### src/rtl/cs_resolve_acc.sv
// Carry-save row resolver and frame accumulator: resolves sum/carry pairs to
// binary, sums them across a frame and returns one total per frame.
module cs_resolve_acc #(
    parameter int unsigned WIDTH = 16,
    parameter int unsigned ACC_W = 24
) (
    input  logic             clk,
    input  logic             rst_n,
    input  logic             in_valid,
    output logic             in_ready,
    input  logic [WIDTH-1:0] in_sum,
    input  logic [WIDTH-1:0] in_carry,
    input  logic             in_last,
    output logic             out_valid,
    input  logic             out_ready,
    output logic [ACC_W-1:0] out_data,
    output logic             out_ovf,
    output logic [7:0]       out_beats
);

    localparam int unsigned VAL_W = WIDTH + 2;
    localparam int unsigned CNT_W = 8;
    localparam logic [CNT_W-1:0] CNT_MAX = '1;

    // The resolved row must fit in the accumulator without truncation.
    generate
        if (ACC_W < WIDTH + 2) begin : g_bad_acc_w
            $error("cs_resolve_acc: ACC_W must be at least WIDTH+2");
        end
    endgenerate

    typedef enum logic {
        ST_EMPTY = 1'b0,
        ST_FULL  = 1'b1
    } out_state_e;

    out_state_e         state;
    out_state_e         state_nxt;

    logic               s1_v;
    logic               s1_last;
    logic [VAL_W-1:0]   s1_val;

    logic [ACC_W-1:0]   acc;
    logic               acc_ovf;
    logic [CNT_W-1:0]   acc_cnt;

    logic               consume_c;
    logic               accept_c;
    logic               load_out_c;
    logic [ACC_W:0]     sum_ext_c;
    logic               carry_c;
    logic [CNT_W-1:0]   cnt_inc_c;

    // Handshake: only a last beat facing a held, untaken result stalls.
    always_comb begin
        consume_c = s1_v && !(s1_last && out_valid && !out_ready);
        in_ready  = !s1_v || consume_c;
        accept_c  = in_valid && in_ready;
    end

    // Accumulator adder with carry-out and saturating beat count.
    always_comb begin
        sum_ext_c = {1'b0, acc} + (ACC_W + 1)'(s1_val);
        carry_c   = sum_ext_c[ACC_W];
        cnt_inc_c = (acc_cnt == CNT_MAX) ? CNT_MAX : acc_cnt + CNT_W'(1);
    end

    // Stage 1: final carry-propagate add of the redundant pair.
    always_ff @(posedge clk or negedge rst_n) begin
        if (!rst_n) begin
            s1_v    <= 1'b0;
            s1_last <= 1'b0;
            s1_val  <= '0;
        end else if (accept_c) begin
            s1_v    <= 1'b1;
            s1_last <= in_last;
            s1_val  <= VAL_W'(in_sum) + (VAL_W'(in_carry) << 1);
        end else if (consume_c) begin
            s1_v    <= 1'b0;
        end
    end

    // Stage 2: frame accumulator, cleared when the frame's last beat leaves.
    always_ff @(posedge clk or negedge rst_n) begin
        if (!rst_n) begin
            acc     <= '0;
            acc_ovf <= 1'b0;
            acc_cnt <= '0;
        end else if (consume_c) begin
            if (s1_last) begin
                acc     <= '0;
                acc_ovf <= 1'b0;
                acc_cnt <= '0;
            end else begin
                acc     <= sum_ext_c[ACC_W-1:0];
                acc_ovf <= acc_ovf | carry_c;
                acc_cnt <= cnt_inc_c;
            end
        end
    end

    // Output FSM state register.
    always_ff @(posedge clk or negedge rst_n) begin
        if (!rst_n) begin
            state <= ST_EMPTY;
        end else begin
            state <= state_nxt;
        end
    end

    // Output FSM next state; a new result may replace one taken on this edge.
    always_comb begin
        state_nxt  = state;
        load_out_c = 1'b0;
        case (state)
            ST_EMPTY: begin
                if (consume_c && s1_last) begin
                    load_out_c = 1'b1;
                    state_nxt  = ST_FULL;
                end
            end
            ST_FULL: begin
                if (consume_c && s1_last) begin
                    load_out_c = 1'b1;
                    state_nxt  = ST_FULL;
                end else if (out_ready) begin
                    state_nxt  = ST_EMPTY;
                end
            end
            default: state_nxt = ST_EMPTY;
        endcase
    end

    assign out_valid = (state == ST_FULL);

    // Result registers hold steady until a new frame total is loaded.
    always_ff @(posedge clk or negedge rst_n) begin
        if (!rst_n) begin
            out_data  <= '0;
            out_ovf   <= 1'b0;
            out_beats <= '0;
        end else if (load_out_c) begin
            out_data  <= sum_ext_c[ACC_W-1:0];
            out_ovf   <= acc_ovf | carry_c;
            out_beats <= cnt_inc_c;
        end
    end

endmodule
### config.mk
export PLATFORM = sky130hd
export DESIGN_NAME = cs_resolve_acc
export DESIGN_NICKNAME = d
export VERILOG_FILES = /design/src/rtl/cs_resolve_acc.sv
export SDC_FILE = /design/constraint.sdc
export NUM_CORES = 1
export LEC_CHECK = 0
export CAP_MARGIN = 20
export CELL_PAD_IN_SITES_DETAIL_PLACEMENT = 1
export CELL_PAD_IN_SITES_GLOBAL_PLACEMENT = 1
export CORE_MARGIN = 2
export CORE_UTILIZATION = 44
export CTS_BUF_LIST = sky130_fd_sc_hd__clkbuf_8
export CTS_CLUSTER_SIZE = 25
export DETAILED_ROUTE_END_ITERATION = 16
export PLACE_DENSITY = 0.94
export SLEW_MARGIN = 20
export SYNTH_ARGS = -nofsm -noshare
export SYNTH_HDL_FRONTEND = slang
export SYNTH_SLANG_ARGS = --single-unit
### constraint.sdc
create_clock -name clk -period 2.6 [get_ports clk]
set_input_delay 0.52 -clock clk [delete_from_list [all_inputs] [get_ports clk]]
set_output_delay 0.52 -clock clk [all_outputs]
set_load 0.03 [all_outputs]
; ---- Word level (Yosys, flattened, before mapping)
; Index checks and enable logic that the tools add are counted.
[classes]
n_mux = 10
n_eq_ne = 1
add_sub_neg = 3
reduce_logical = 10
bitwise_logic = 2
[ops]
columns = operator, n
row1 = adder 24 x 18 -> 25 bit, 1
row2 = 2-to-1 mux 24 bit, 1
row3 = adder 16 x 17 -> 18 bit, 1
row4 = 2-to-1 mux 8 bit, 2
row5 = "adder 8 x 1 -> 8 bit, second input constant", 1
row6 = "== test 8 bit, second input constant", 1
row7 = 2-to-1 mux 1 bit, 6
row8 = logical AND 1 bit, 5
row9 = zero test 1 bit, 3
row10 = one-hot mux 1 bit (2 select lines), 1
row11 = nonzero test 2 bit, 1
row12 = logical OR 1 bit, 1
row13 = NOT 1 bit, 1
row14 = bitwise OR 1 bit, 1
[totals]
inputBits = 37
output_inout_bits = 35
word_cells = 36
regBits = 87

; ---- Longest topological paths before layout
[depth]
depth_word = 7
mapped_depth = 9
ltp_nobuf = 9

; ---- Least setup slack after synthesis
; No wires, ideal clock.
[synth_path]
path_type = input-to-reg
startpoint = input port in_sum[1]
endpoint = register s1_val[13]
path_buffers = 0
t_arrival_ns = 2.422
cell_stages = 8
path_slack_ns = 0.043
setup_ns = 0.135
t_required_ns = 2.465
path_cell_list = ha_1 -> fa_1 -> a211oi_1 -> o21bai_1 -> o41a_1 -> a311o_1 -> xnor2_1 -> o21ai_0
[synth_via]
elab_chain_len = 1
[synth_lines]
columns = item, line
row1 = start: declaration, 11  ; input logic [WIDTH-1:0] in_sum,
row2 = adder 16 x 17 -> 18 bit, 78  ; s1_val <= VAL_W'(in_sum) + (VAL_W'(in_carry) << 1);
row3 = end signal: assignment, 78
row4 = end: declaration, 42  ; logic [VAL_W-1:0] s1_val;
; No other way between the ends.
; A chain may end at the register's enable or synchronous reset.

; ---- Worst setup path in the final report
[layout_path]
startpoint = input port in_carry[1]
endpoint = register s1_val[13]
[layout_via]
elab_chain_len = 1
[layout_lines]
columns = item, line
row1 = start: declaration, 12  ; input logic [WIDTH-1:0] in_carry,
row2 = adder 16 x 17 -> 18 bit, 78
; No other way between the ends.

==> results_dict.tcl <==
set metrics [dict create \
    status "finished, violations left" \
    violations "setup timing" \
    hold_viol 0 \
    r2r_slack_ns 0.04 \
    clock-sinks 87 \
    cts_buffer_depth 2 \
    place_ws_ns -0.525 \
    grtUsageTotal 0.260 \
    grt_pass1_wl_um 26800 \
    initial_core_util 0.448 \
    fmax_mhz 378 \
    drc 0 \
    finalClockSkew_ns 0.0128 \
    cpPeakStageDelay_ns 0.47 \
    cpLargestDelayFamily "compound AO/OA/AOI/OAI gates" \
    yosys.area_share.simple 0.178 \
    ys_types 62 \
    drt_iter0_markers 337 \
    final_common_cell "nand2_1" \
    nNetsFinal 768 \
    rsz0062_at_grt "true" \
    fin_crit_sh 1.02 \
    htreeDepth 3 \
    intPower_uw 3760 \
    period_needed_ns 2.65 \
    r2r_end "out_data[20]$_DFFE_PN0P_" \
    cts-buffers-inserted 9 \
    grt_max_degree 45 \
    p_comb_frac 0.515 \
    root_buffer "clkbuf_8" \
    synth-xor-area-share 0.0345 \
    rr_worst_depth 10 \
    start_kind "input port" \
    startpoint "in_carry[1]" \
    hold_path_class "in2async" \
    clkPwrFrac 0.170 \
    crit-reg2reg-launch "s1_val[0]$_DFFE_PN0P_" \
    grt_pass1_vias 5415 \
    yosys_warnings 0 \
    io_buffers 71 \
    setup_viol 1 \
    synthCells 595 \
    antennaDiodeCount 0 \
    syn2layout_area_growth_pct 27.7 \
    worstPathRequired_ns 2.88 \
    synth_top_family_by_area "compound AO/OA/AOI/OAI gates" \
    syn-cell-area_sq_um 5340 \
    yosysTopAreaCellShare 0.408 \
    rows 40 \
    cts_tree "done" \
    synth_edf_count 0 \
    fill_cells 1389 \
    final_cell_mix "90 x nand2_1, 87 x dfrtp_1, 67 x clkdlybuf4s50_1, 49 x o21ai_0, 42 x a21oi_1" \
    ys_top_cells_by_area "dfrtp_1 41%, ha_1 8.0%, nand2_1 6.3%" \
    crit_buf_inv 1 \
    cp_cell_sequence "clkdlybuf4s50_1 -> fa_2 -> a211oi_4 -> o21bai_1 -> o41a_1 -> a311o_1 -> xnor2_1 -> o21ai_0" \
    max_cap_violations 0 \
    dieArea_sq_um 13000 \
    ys_ff_latch 87 \
    p_per_area_nw_per_um2 985 \
    syn_nets 668 \
    slew_violations 0 \
    yosysTopAreaCell "dfrtp_1" \
    max-slew-margin-rel 0.336 \
    final_antenna_net_count 0 \
    drt-total-wl_um 17100 \
    wl_per_cell_um 20.2 \
    core_region_area_sq_um 11900 \
    via_per_inst 6.05 \
    synth_compound_area_frac 0.251 \
    endpoint "s1_val[13]$_DFFE_PN0P_" \
    worst_pin_slew_ns 0.993 \
    yosysSeqAreaShare 0.408 \
    setup_ws_ns -0.0461 \
    grt_overflow_total 0 \
    ys.flop_type "dfrtp_1" \
    p_sw_uw 2950 \
    endpoint_kind "flop" \
    arrival_ns 2.93 \
    layout-drive-gt1-share 0.126 \
    critPathSlowestCell "clkdlybuf4s50_1" \
    async_flop_share 1.00 \
    clk_pin_slew_worst_paths_ns 0.09 \
    io_pins 72 \
    insertion_delay_ns 0.38 \
    antenna_found_initial 0 \
    dpl.hpwl_um 11900 \
    cp_num_cells 8 \
    syn_area_per_cell_sq_um 8.97 \
    drt_pre_antenna_iters 4 \
    synth_mux_area_frac 0.0124 \
    switching_share 0.439 \
    criticalPathCategory "in2reg" \
    fin_setup_tns_ns -0.0461 \
    ir_drop_mv 0.406 \
    pwr-share-seq 0.314 \
    p_leak_uw 0.00304 \
    cts_hold_buffers 0 \
    die_x_um 114 \
    gp_congestion 0.924 \
    path_max_fanout 2 \
    die_height_um 114 \
    synth_fa_ha_area_frac 0.0872 \
    vias 5122 \
    hold_ws_ns 0.115 \
]
-- worst min-delay path by stage --
stage / startpoint / to / slack (ns) / cells past startpoint
after floorplan: rst_n / acc[0]$_DFFE_PN0P_ / 0.22 / 0
after global placement: out_data[9]$_DFFE_PN0P_ / out_data[9]$_DFFE_PN0P_ / 0.46 / 2
after detailed placement: acc[0]$_DFFE_PN0P_ / acc[0]$_DFFE_PN0P_ / 0.48 / 2
after CTS: rst_n / out_data[0]$_DFFE_PN0P_ / 0.15 / 1
after global routing: rst_n / out_data[0]$_DFFE_PN0P_ / 0.17 / 1
final: rst_n / out_beats[4]$_DFFE_PN0P_ / 0.11 / 1
-- registers in the layout, indices dropped and copies added (netlist names) --
name,count
acc,24
out_data,24
s1_val,18
acc_cnt,8
out_beats,8
acc_ovf,1
out_ovf,1
out_valid,1
s1_last,1
s1_v,1
-- kinds of logic (layout without fill, tap and decap cells) --
kind of cell,after synthesis,in the layout
buffers and inverters,40,145
xor gates and xnor gates,21,21
AOI/OAI and AO/OA,200,200
adders and majority gates,36,36
and+or+nand+nor,205,205
muxes,6,6
DFF,87,87
-- final cells by class --
class | count | area, sq um | share of cell area
clock inverter | 4 | 76.3 | 0.0112
timing repair buffer | 110 | 1020 | 0.150
inverter | 19 | 71.3 | 0.0105
tap | 147 | 184 | 0.0270
sequential | 87 | 2180 | 0.320
clock buffer | 12 | 165 | 0.0242
multi-input combinational | 468 | 3110 | 0.457
-- cell usage after synthesis, types with 11 or more instances --
cell type and n:
nand3_1 21, dfrtp_1 87, inv_1 18, nor2_1 36
xor2_1 11, nand2_1 90, nor3_1 13, a21oi_1 43
ha_1 34, a31oi_1 12, clkbuf_1 18, o31ai_1 15
o21ai_0 52
-- timing repair --
item | in CTS | in global routing
pin swaps | 4 | 10
buffers inserted | 0 | 3
resized for setup | 8 | 22
setup endpoints to repair | 10 | 21
-- layer usage --
layer	up-vias	track usage	wire length [um]
met5	-	0	0
met4	0	0.124	427
met3	33	0.0307	675
met2	162	0.456	8780
met1	2532	0.319	7240
li1	2395	-	-
-- metrics by stage --
stage	instance area (sq um)	instances	total power (uW)	util
6_report	6810	847	6710	0.572
5_1_grt	6810	847	7080	0.572
4_1_cts	6700	844	6540	0.563
3_5_place_dp	6430	828	5330	0.540
3_3_place_gp	6430	828	5140	0.540
2_1_floorplan	5340	595	4160	-
-- power groups by stage --
stage	combinational, uW	clock [uW]	sequential [uW]
2_1_floorplan	1750	0	2410
6_report	3460	1140	2110
4_1_cts	3310	1140	2090
3_3_place_gp	3070	0	2070
3_5_place_dp	3220	0	2100
5_1_grt	3740	1190	2150
Note: power is estimated with default switching activity, not from simulation.
